$ cat src/rtl/jtdd_sdram_arb.sv
// jtdd_sdram_arb: read-side SDRAM arbiter for the Double Dragon ROM requesters.
// Four slots (main, MCU, char, obj), each with a one-word tagged cache.
// Fixed priority 0 > 1 > 2 > 3, one outstanding request at a time.
module jtdd_sdram_arb #(
  parameter int AW = 22
) (
  input  logic          clk,
  input  logic          rst,
  input  logic          downloading,

  input  logic          slot0_cs,
  input  logic [AW-1:0] slot0_addr,
  output logic          slot0_ok,
  output logic [31:0]   slot0_dout,

  input  logic          slot1_cs,
  input  logic [AW-1:0] slot1_addr,
  output logic          slot1_ok,
  output logic [31:0]   slot1_dout,

  input  logic          slot2_cs,
  input  logic [AW-1:0] slot2_addr,
  output logic          slot2_ok,
  output logic [31:0]   slot2_dout,

  input  logic          slot3_cs,
  input  logic [AW-1:0] slot3_addr,
  output logic          slot3_ok,
  output logic [31:0]   slot3_dout,

  output logic          sdram_req,
  output logic [AW-1:0] sdram_addr,
  input  logic          sdram_ack,
  input  logic          data_rdy,
  input  logic [31:0]   data_read,
  output logic          refresh_en
);

  typedef enum logic [1:0] {IDLE, REQ, WAIT} state_t;

  state_t        state;
  logic [1:0]    sel;
  logic [3:0]    valid;
  logic [AW-1:0] tag    [4];
  logic [31:0]   data   [4];

  logic [3:0]    cs_v;
  logic [AW-1:0] addr_v [4];
  logic [3:0]    hit;
  logic [3:0]    miss;
  logic          any_miss;
  logic [1:0]    pick;

  assign cs_v      = {slot3_cs, slot2_cs, slot1_cs, slot0_cs};
  assign addr_v[0] = slot0_addr;
  assign addr_v[1] = slot1_addr;
  assign addr_v[2] = slot2_addr;
  assign addr_v[3] = slot3_addr;

  // Cache lookup per slot and fixed-priority selection of the first miss
  always_comb begin
    hit  = '0;
    miss = '0;
    pick = '0;
    for (int unsigned i = 0; i < 4; i++) begin
      hit[i]  = valid[i] & (tag[i] == addr_v[i]);
      miss[i] = cs_v[i] & ~hit[i];
    end
    for (int unsigned i = 4; i > 0; i--) begin
      if (miss[i-1]) pick = 2'(i-1);
    end
  end

  assign any_miss   = |miss;
  assign refresh_en = (state == IDLE) & ~any_miss & ~downloading;

  assign slot0_ok   = cs_v[0] & hit[0] & ~downloading;
  assign slot1_ok   = cs_v[1] & hit[1] & ~downloading;
  assign slot2_ok   = cs_v[2] & hit[2] & ~downloading;
  assign slot3_ok   = cs_v[3] & hit[3] & ~downloading;
  assign slot0_dout = data[0];
  assign slot1_dout = data[1];
  assign slot2_dout = data[2];
  assign slot3_dout = data[3];

  // Arbitration FSM and cache fill; the tag comes from the latched request
  // address so a slot that moved on mid-request simply misses again
  always_ff @(posedge clk or posedge rst) begin
    if (rst) begin
      state      <= IDLE;
      sel        <= '0;
      sdram_req  <= 1'b0;
      sdram_addr <= '0;
      valid      <= '0;
      for (int unsigned i = 0; i < 4; i++) begin
        tag[i]  <= '0;
        data[i] <= '0;
      end
    end else if (downloading) begin
      state     <= IDLE;
      sdram_req <= 1'b0;
      valid     <= '0;
    end else begin
      case (state)
        IDLE: begin
          if (any_miss) begin
            sel        <= pick;
            sdram_addr <= addr_v[pick];
            sdram_req  <= 1'b1;
            state      <= REQ;
          end
        end
        REQ: begin
          if (sdram_ack) begin
            sdram_req <= 1'b0;
            if (data_rdy) begin
              data[sel]  <= data_read;
              tag[sel]   <= sdram_addr;
              valid[sel] <= 1'b1;
              state      <= IDLE;
            end else begin
              state <= WAIT;
            end
          end
        end
        WAIT: begin
          if (data_rdy) begin
            data[sel]  <= data_read;
            tag[sel]   <= sdram_addr;
            valid[sel] <= 1'b1;
            state      <= IDLE;
          end
        end
        default: state <= IDLE;
      endcase
    end
  end

endmodule

$ cat config.mk
export PLATFORM = sky130hd
export DESIGN_NAME = jtdd_sdram_arb
export DESIGN_NICKNAME = d
export VERILOG_FILES = /design/src/rtl/jtdd_sdram_arb.sv
export SDC_FILE = /design/constraint.sdc
export NUM_CORES = 1
export LEC_CHECK = 0
export BUFFER_PORTS_ARGS = -buffer_cell sky130_fd_sc_hd__buf_2
export CORE_MARGIN = 2
export CORE_UTILIZATION = 30
export DETAILED_ROUTE_END_ITERATION = 16
export PLACE_DENSITY_LB_ADDON = 0.15
export SLEW_MARGIN = 10
export SYNTH_ARGS = -nofsm -noshare
export SYNTH_HDL_FRONTEND = slang
export SYNTH_SLANG_ARGS = --single-unit
$ cat constraint.sdc
create_clock -name clk -period 8.25 [get_ports clk]
set_input_delay 0.825 -clock clk [delete_from_list [all_inputs] [get_ports clk]]
set_output_delay 0.825 -clock clk [all_outputs]
set_load 0.1 [all_outputs]
-- After elaboration in Yosys (flattened, before gate mapping)
Index checks and enable logic that the tools add are counted.
- bits in writable memories: 0
- word-level logic and storage cells: 102
- flip-flop bits (word level): 247
- memories kept: 0
- bits in latches: 0
- input bits: 129
- ROM bits: 0
- output and inout port bits: 156
- multipliers: 0
- multiplexer cells: 35
- reduce and logical (&&, ||, !) cells: 12
- shift operators: 0
- equality and inequality tests: 10
- div/mod/pow operators: 0
- add/subtract/negate cells: 0
- $lt $le $gt $ge: 5
- bitwise operators: 27
- operators by type and width (cell ; count):
    $mux W128 ; 2
    $pmux W128 S2 ; 1
    $mux W88 ; 2
    $pmux W88 S2 ; 1
    $bwmux W128 ; 1
    $bwmux W88 ; 1
    $eq A22 B22 Y1 ; 4
    $mux W22 ; 3
    $demux W32 S2 ; 1
    $bmux W22 S2 ; 1
    $demux W22 S2 ; 1
    $mux W32 ; 1
    $and A1 B1 Y1 ; 18
    $mux W2 ; 9
    $mux W4 ; 3
    $reduce_and A3 Y1 ; 4
    $ne A3 B3 Y1 const B ; 3
    $pmux W4 S2 ; 1
    $ge A3 B3 Y1 const B ; 2
    $not A1 Y1 ; 6
    $not A2 Y3 ; 2
    $pmux W2 S3 ; 1
    $reduce_bool A3 Y1 ; 2
    $mux W1 ; 4
    14 further kinds ; 15

-- Logic depth before layout (Yosys ltp)
Gate-level depths: netlist of the first run.
- depth in word-level cells: 12
- depth in mapped cells: 10
- depth with buffers taken out: 7

-- Least setup slack after synthesis of the first run
OpenSTA, ideal clock, no wires.
- path type: input -> output
- from: input slot2_addr[9]
- to: output refresh_en
- data arrival time: 5069 ps
- path buffers: 1
- slack: 2356 ps
- cell stages on the path: 6
- cells stage by stage: xor2_1 > nor4_2 > a41oi_2 > buf_2 > or4_4 > nor4_1
- cells in the longest elaborated chain, start to end: 8
- RTL lines (element ; RTL line ; text):
    start: declaration ; 22 ; input logic [AW-1:0] slot2_addr,
    $eq A22 B22 Y1 ; 66 ; hit[i] = valid[i] & (tag[i] == addr_v[i]);
    $and A1 B1 Y1 ; 66 ;
    $not A1 Y1 ; 67 ; miss[i] = cs_v[i] & ~hit[i];
    $and A1 B1 Y1 ; 67 ;
    $reduce_or A4 Y1 ; 74 ; assign any_miss = |miss;
    $not A1 Y1 ; 75 ; assign refresh_en = (state == IDLE) & ~any_miss & ~downloading;
    $and A1 B1 Y1 (2 in series) ; 75 ;
    end: declaration ; 36 ; output logic refresh_en
Every way passes these cells.

-- Final worst setup path of the first run
- from: register tag[66] in the netlist's numbering
- to: output refresh_en
- cells in the longest elaborated chain, start to end: 8
- RTL lines (element ; RTL line ; text):
    start: declaration ; 44 ; logic [AW-1:0] tag [4];
    start signal: indexed assignment ; 118 ; tag[sel] <= sdram_addr;
    start signal: indexed assignment ; 129 ; tag[sel] <= sdram_addr;
    $eq A22 B22 Y1 ; 66 ;
    $and A1 B1 Y1 ; 66 ;
    $not A1 Y1 ; 67 ;
    $and A1 B1 Y1 ; 67 ;
    $reduce_or A4 Y1 ; 74 ;
    $not A1 Y1 ; 75 ;
    $and A1 B1 Y1 (2 in series) ; 75 ;
Every way passes these cells.

==> impl_metrics.toml, run 1 <==
[synthesis]
syn_nets = 959
synth_seq_cells = 247
ys_top_cells_by_area = "dfrtp_1, mux2_2, xnor2_1"
synth.largest_area_cell = "dfrtp_1"
ys_seq_area_share_pct = 56.0
syn_avg_cell_area_um2 = 13.3
ys_warn_count = 0
yosysTopAreaCellShare_pct = 56.0
synth_cells = 830
syn_area_um2 = 11000
yosysUniqueCellTypes = 35

[finish]
fin_nets = 1246
drive_gt1_share_pct = 50.3
fillers = 3626
fin_util_pct = 38.3
multiInputGateArea_um2 = 4590
final_cell_mix = "buf_2, dfrtp_1, mux2_2"
area_growth_pct = 26.5
final_common_cell = "buf_2"
design_area_um2 = 14000
register_area_um2 = 6180

[sta]
rsz0062_at_grt = "false"
maxSlewViolCount = 0
hold_violations = 0
max_freq_mhz = 245
fin_skew_ns = 0.0114
tightest_slew_ns = 1.03
min_period_ns = 4.08
final.setup.tns_ns = 0
setup_viol = 0
fin_crit_sh_pct = 49.5
relSlewSlack_pct = 31.1

[clocking]
postCtsSetupBuffers = 0
numClockSinks = 247
cts_made_buffers = 31
clk_pin_slew_worst_paths_ns = 0.06
clockRootBuffer = "clkbuf_16"
clk_latency_ns = 0.57
h-tree-depth = 1
cts_hold_buf = 0
tritoncts = "done"
post_cts_resized = 0
ctsLongestPathBuffers = 3

[place]
io_buffers = 284
place_area_um2 = 13000
finalWeightedCongestion = 0.805
hpwlAfterDp_um = 24200

[global_route]
antenna_found_initial = 7
grt-ovfl-total = 0
grt_pass1_wl_um = 52700
grt_pass1_vias = 7988
track_usage_pct = 18.4
grt_max_degree = 131

[die]
die_y_um = 196
core-area_um2 = 36400
core.rowCount = 70
dieWidth_um = 196
initial_utilization_pct = 30.3
die-area_um2 = 38400
ios = 285

[detailed_routing]
dr_total_vias = 7779
vias_per_cell = 4.83
drc = 0
wl_per_cell_um = 22.1
first_iter_violations = 304
routed_wl_um = 35600
first_pass_iters = 6
antenna_left = 0

[power]
leakage_nw = 6.85
ir_worst_vdd_v = 0.000313
power.density_nw_per_um2 = 426

[setup_path]
critical_path_class = "reg -> out"
crit_path_max_fanout = 3
critical_path_arrival_ns = 3.26
startpoint_type = "register"
cp_slowest_cell = "or4_4"
cp_cell_sequence = "xnor2_1 -> nand4_1 -> nor4_2 -> a41oi_2 -> or4_4 -> nor4_1 -> buf_2"
endpoint_kind = "primary output"
slowest_delay_ns = 0.55
critPathRequiredTime_ns = 7.42

[worst_hold_path]
min_path_type = "in -> async"

[run]
max_cap_violations = 0

[status]
outcome = "complete, no violations"
cell families after synthesis:
logic type	after synthesis	synth area share, %
flops	247	56.0
mux	217	22.1
simple gates	122	6.28
xor+xnor	88	6.98
compound gates	83	5.82
buf+inv	73	2.83
cell usage after synthesis, drive strengths merged:
cell	number
a2111oi	1
a21boi	2
a21o	4
a21oi	24
a221oi	23
a41oi	3
and4	1
buf	26
clkbuf	18
dfrtp	247
inv	29
mux2	216
mux2i	1
nand2	25
nand3	1
nand4	20
nor2	34
nor2b	1
nor3	8
nor3b	2
nor4	7
o21a	2
o21ai	1
o31ai	22
o41ai	1
or3b	22
or4	1
xnor2	63
xor2	25
report_power, final:
part	switching, mW	leakage (nW)	total, mW	internal [mW]
Sequential	0.246	3.20	1.85	1.61
Clock	0.529	0.477	1.28	0.747
Combinational	2.24	3.17	2.82	0.586
Total	3.01	6.85	5.95	2.94
final timing paths:
kind,endpoint,cells after the start,startpoint,slack (ns)
worst max-delay path,refresh_en,7,tag[66],4.17
worst min-delay path,slot0_dout[19],2,rst,0.44
worst max register to register,slot0_dout[26],7,state[1],5.22
worst min register to register,slot0_dout[3],1,slot0_dout[3],0.48
max in group asynchronous,tag[75],3,rst,6.52
min in group clk,state[1],2,data_rdy,0.46
layout make-up:
| type | count | area share (%) |
|---|---|---|
| Antenna cell | 3 | 0.0537 |
| Clock buffer | 45 | 6.43 |
| Clock inverter | 9 | 0.376 |
| Inverter | 29 | 0.833 |
| Multi-Input combinational cell | 510 | 32.9 |
| Sequential cell | 247 | 44.2 |
| Tap cell | 468 | 4.19 |
| Timing Repair Buffer | 298 | 11.0 |
per-layer routing:
metal / vias up / share of wire (%) / routed length, um / track usage (%)
met1: 3925 / 44 / 15800 / 24.6
met2: 244 / 45 / 16200 / 29.0
met4: 8 / 2.4 / 861 / 5.44
met5: - / 0.15 / 53 / 0
li1: 3549 / - / - / -
met3: 53 / 7.5 / 2670 / 5.33
per-stage QoR:
step           std cells  power [mW]  hold WS [ns]  setup slack, ns
2_1_floorplan        830        4.15         0.449            0.638
3_3_place_gp        1552        4.70         0.467             4.20
3_5_place_dp        1552        4.71         0.470             4.16
4_1_cts             1606        6.03         0.422             4.07
5_1_grt             1607        6.19         0.435             3.99
6_report            1609        5.95         0.436             4.17
worst max-delay path: cells and delay by family, from the launching register on:
family | cells | cell delay (ns)
DFF | 1 | 0.38
and+or+nand+nor | 4 | 1.27
AOI/OAI and AO/OA | 1 | 0.17
buffers and inverters | 1 | 0.48
xor gates and xnor gates | 1 | 0.37
sequential cells by signal (all words and copies together) (netlist names):
register    flops
slot2_dout     32
slot3_dout     32
slot0_dout     32
tag            88
sdram_addr     22
valid           4
slot1_dout     32
sel             2
sdram_req       1
state           2
Power figures use the tool's default switching activity.
==> run 2: changes to the inputs <==
==> constraint.sdc (replaced) <==
create_clock -name clk -period 4.1 [get_ports clk]
set_input_delay 0.41 -clock clk [delete_from_list [all_inputs] [get_ports clk]]
set_output_delay 0.41 -clock clk [all_outputs]
set_load 0.1 [all_outputs]
==> impl_metrics.toml, run 2 (same netlist as run 1, synthesis figures left out) <==
[sta]
fin_crit_sh_pct = 91.3
hold_violations = 0
tightest_slew_ns = 0.952
min_period_ns = 3.74
fin_skew_ns = 0.00966
setup_viol = 0
max_freq_mhz = 267
maxSlewViolCount = 0
relSlewSlack_pct = 36.5
fin_ws_ns = 0.356
final.setup.tns_ns = 0
rsz0062_at_grt = "false"

[setup_path]
crit-reg2reg-capture = "sdram_addr[5]"
rr_startpoint = "tag[15]"
cp_num_buf_inv = 2
cp_top_family = "simple AND/OR/NAND/NOR gates"
startpoint_type = "register"
r2r_cells = 9
path_depth = 8
rrSetupSlack_ns = 1.03
critPathRequiredTime_ns = 3.69
slowest_delay_ns = 0.56
cp_cell_sequence = "xnor2_1 -> nand4_1 -> nor4_1 -> a21boi_2 -> buf_4 -> or4_4 -> nor4_2 -> buf_12"
crit_path_max_fanout = 12
critical_path_class = "reg -> out"
cp_slowest_cell = "or4_4"
endpoint_kind = "primary output"
crit_path_start = "tag[15]"
crit_end = "refresh_en"
critical_path_arrival_ns = 3.33

[finish]
fin_nets = 1251
regMostFlops = "tag"
final_common_cell = "buf_2"
final_cell_mix = "buf_2, dfrtp_1, mux2_2"
largest_reg_flops = 88
fillers = 3603
drive_gt1_share_pct = 50.6
area_growth_pct = 28.2

[detailed_routing]
dr_total_vias = 7806
vias_per_cell = 4.83
antenna_left = 0
routed_wl_um = 35200
wl_per_cell_um = 21.8
first_pass_iters = 4
first_iter_violations = 333
drc = 0

[run]
max_cap_violations = 0

[clocking]
clk_pin_slew_worst_paths_ns = 0.06
numClockSinks = 247
ctsLongestPathBuffers = 3
h-tree-depth = 1
cts_made_buffers = 30
clk_latency_ns = 0.55
clockRootBuffer = "clkbuf_16"
postCtsSetupBuffers = 0
tritoncts = "done"

[place]
place_ws_ns = 0.793
io_buffers = 284
hpwlAfterDp_um = 25000
finalWeightedCongestion = 0.772

[die]
die_y_um = 196
die-area_um2 = 38400
dieWidth_um = 196
core.rowCount = 70
initial_utilization_pct = 30.3
ios = 285
core-area_um2 = 36400

[global_route]
track_usage_pct = 18.2
grt_pass1_wl_um = 52600
grt_max_degree = 102
grt-ovfl-total = 0
grt_pass1_vias = 8066
antenna_found_initial = 8

[status]
outcome = "complete, no violations"

[power]
ir_worst_vdd_v = 0.000666
power.density_nw_per_um2 = 861
leakage_nw = 6.92

[worst_hold_path]
min_path_type = "in -> reg"
run 2: cell count changes in the layout (fill, tap and decap cells not counted), moves of 3 or more:
cell,delta
buf_4,+3
clkinv_2,-3
clkbuf_8,+3
bufinv_16,+3
buf_12,+3
run 2: worst register-to-register path, delay by kind of cell (launching register included):
kind                   cells  cell delay, ns
AO/OA/AOI/OAI              3            0.89
XOR/XNOR                   1            0.36
buffers and inverters      2            0.57
flip-flops                 1            0.39
AND/OR/NAND/NOR            3            0.75
run 2: how the worst min path moves through the flow:
stage                                end  depth (start not counted)      from  slack [ns]
after floorplan                 valid[0]                          1  valid[0]        0.45
after global placement    slot2_dout[29]                          2       rst        0.36
after detailed placement  slot3_dout[29]                          2       rst        0.37
after CTS                       state[1]                          2  data_rdy        0.03
after global routing            state[1]                          2  data_rdy        0.03
final                           state[1]                          2  data_rdy        0.05
run 2: stage by stage:
stage               utilization (%)  power (mW)  hold WS [ns]  instances  cell area, um2
finish                         38.9        12.2        0.0486       1616           14200
global route                   38.8        12.7        0.0322       1613           14200
CTS                            38.8        12.3        0.0282       1612           14100
detailed placement             35.9        9.49         0.367       1557           13100
global placement               35.9        9.45         0.360       1557           13100
floorplan                         -        8.35         0.449        830           11100
run 2: power breakdown:
group | internal, mW | switching (mW)
clock network | 1.74 | 1.04
logic | 1.19 | 4.50
registers | 3.23 | 0.500
total | 6.16 | 6.04
run 2: cell type report:
cell class / count / area (um2) / area share, %
tap: 468 / 586 / 4.14
antenna: 4 / 10.0 / 0.0707
clock buffer: 47 / 936 / 6.61
multi-input combinational: 510 / 4600 / 32.5
timing repair buffer: 304 / 1630 / 11.5
inverter: 29 / 113 / 0.795
clock inverter: 7 / 110 / 0.778
sequential: 247 / 6180 / 43.7
run 2: routing by layer:
layer	vias to the layer above	share of wire [%]	GRT usage (%)
met5	-	0.16	0
met4	8	2.0	4.35
met3	46	8.3	5.76
met2	253	46	28.4
met1	3932	44	24.5
li1	3567	-	-
run 2: repair_timing:
| item | 4_1_cts | 5_1_grt |
|---|---|---|
| hold endpoints to repair | 5 | 0 |
| hold buffers | 1 | 0 |
| gates resized for setup | 0 | 0 |
==> run 3: changes to the inputs <==
--- a/config.mk
+++ b/config.mk
@@ -6,6 +6,9 @@
 export NUM_CORES = 1
 export LEC_CHECK = 0
 export BUFFER_PORTS_ARGS = -buffer_cell sky130_fd_sc_hd__buf_2
+export CAP_MARGIN = 10
+export CELL_PAD_IN_SITES_DETAIL_PLACEMENT = 2
+export CELL_PAD_IN_SITES_GLOBAL_PLACEMENT = 2
 export CORE_MARGIN = 2
 export CORE_UTILIZATION = 30
 export DETAILED_ROUTE_END_ITERATION = 16
==> constraint.sdc (replaced) <==
create_clock -name clk -period 4.1 [get_ports clk]
set_input_delay 0.205 -clock clk [delete_from_list [all_inputs] [get_ports clk]]
set_output_delay 0.205 -clock clk [all_outputs]
set_load 0.1 [all_outputs]
==> impl_metrics.toml, run 3 (same netlist as run 1, synthesis figures left out) <==
[global_route]
track_usage_pct = 20.4
grt_pass1_vias = 9307
grt-ovfl-total = 0
antenna_found_initial = 4
grt_pass1_wl_um = 59200
grt_max_degree = 163

[clocking]
cts_made_buffers = 30
tritoncts = "done"
ctsLongestPathBuffers = 3
clk_latency_ns = 0.56
postCtsSetupBuffers = 0
numClockSinks = 247
h-tree-depth = 1
clk_pin_slew_worst_paths_ns = 0.06
clockRootBuffer = "clkbuf_16"

[power]
leakage_nw = 7.15
ir_worst_vdd_v = 0.000505
power.density_nw_per_um2 = 842

[sta]
tightest_slew_ns = 0.978
hold_violations = 0
relSlewSlack_pct = 34.8
fin_crit_sh_pct = 90.2
rsz0062_at_grt = "false"
min_period_ns = 3.70
maxSlewViolCount = 0
max_freq_mhz = 270
final.setup.tns_ns = 0
fin_skew_ns = 0.00961
setup_viol = 0

[finish]
drive_gt1_share_pct = 48.4
largest_reg_flops = 88
final_cell_mix = "buf_2, dfrtp_1, mux2_2"
final_common_cell = "buf_2"
fin_util_pct = 40.3
area_growth_pct = 32.9
regMostFlops = "tag"
fin_nets = 1304

[run]
max_cap_violations = 0

[setup_path]
crit_end = "refresh_en"
r2r_cells = 9
crit-reg2reg-capture = "sdram_addr[21]"
rr_startpoint = "tag[61]"
critPathRequiredTime_ns = 3.89
critical_path_arrival_ns = 3.49
crit_path_start = "tag[61]"
crit_path_max_fanout = 3
endpoint_kind = "primary output"
critical_path_class = "reg -> out"
rrSetupSlack_ns = 1.00
startpoint_type = "register"

[detailed_routing]
routed_wl_um = 38800
dr_total_vias = 8206
vias_per_cell = 4.92
first_iter_violations = 285
first_pass_iters = 4
antenna_left = 0
wl_per_cell_um = 23.3
drc = 0

[worst_hold_path]
min_path_type = "in -> reg"
hold_start = "slot0_addr[9]"

[die]
initial_utilization_pct = 30.3
dieWidth_um = 196
core.rowCount = 70
die-area_um2 = 38400
core-area_um2 = 36400
die_y_um = 196
ios = 285

[place]
io_buffers = 284
finalWeightedCongestion = 0.772
hpwlAfterDp_um = 26600

[status]
outcome = "complete, no violations"
[run 3: worst min path at each step]
stage	slack [ns]	to	cells past startpoint
floorplan	0.28	state[1]	1
global placement	0.38	slot2_dout[29]	3
detailed placement	0.38	slot2_dout[29]	3
CTS	0.01	sdram_addr[21]	3
global route	0.03	sdram_addr[21]	3
finish	0.03	sdram_addr[9]	3
[run 3: metal layers]
| layer | GRT usage, % | share of wire [%] | up-vias |
|---|---|---|---|
| li1 | - | - | 3650 |
| met1 | 25.9 | 43 | 4267 |
| met2 | 34.5 | 48 | 229 |
| met3 | 5.76 | 7.1 | 54 |
| met4 | 4.99 | 2.2 | 6 |
| met5 | 0 | 0.11 | - |
[run 3: area by class of cell]
cell class,instances,area (um2)
Tap cell,468,586
Clock buffer,44,905
Timing Repair Buffer,357,2120
Antenna cell,2,5.00
Inverter,29,113
Fill cell,3791,21800
Clock inverter,12,164
Multi-Input combinational cell,510,4600
Sequential cell,247,6180
[run 3: per-stage QoR]
step / power [mW] / instance area, um2 / hold WS, ns / cells / worst slack [ns]
finish: 12.4 / 14700 / 0.0345 / 1669 / 0.400
global route: 12.9 / 14700 / 0.0328 / 1667 / 0.310
CTS: 12.5 / 14700 / 0.0131 / 1667 / 0.384
detailed placement: 9.54 / 13000 / 0.382 / 1555 / 0.979
global placement: 9.45 / 13000 / 0.383 / 1555 / 0.996
floorplan: 8.35 / 11100 / 0.276 / 830 / 0.449
[run 3: power breakdown]
part	switching [mW]	internal (mW)	leakage [nW]
sequential	0.523	3.23	3.20
clock	1.07	1.77	0.533
combinational	4.54	1.22	3.41
total	6.14	6.22	7.15
[run 3: critical path, cell delays in order, from the launching register on]
cell     delay, ns
dfrtp_1       0.39
xnor2_1       0.33
nand4_1       0.26
nor4_2        0.66
a41oi_4       0.18
or4_4         0.49
nor4_2        0.16
buf_2         0.47
[run 3: what timing repair did]
item / 4_1_cts / 5_1_grt
hold buffers: 56 / 0
gates resized for setup: 0 / 0
hold endpoints to repair: 183 / 0
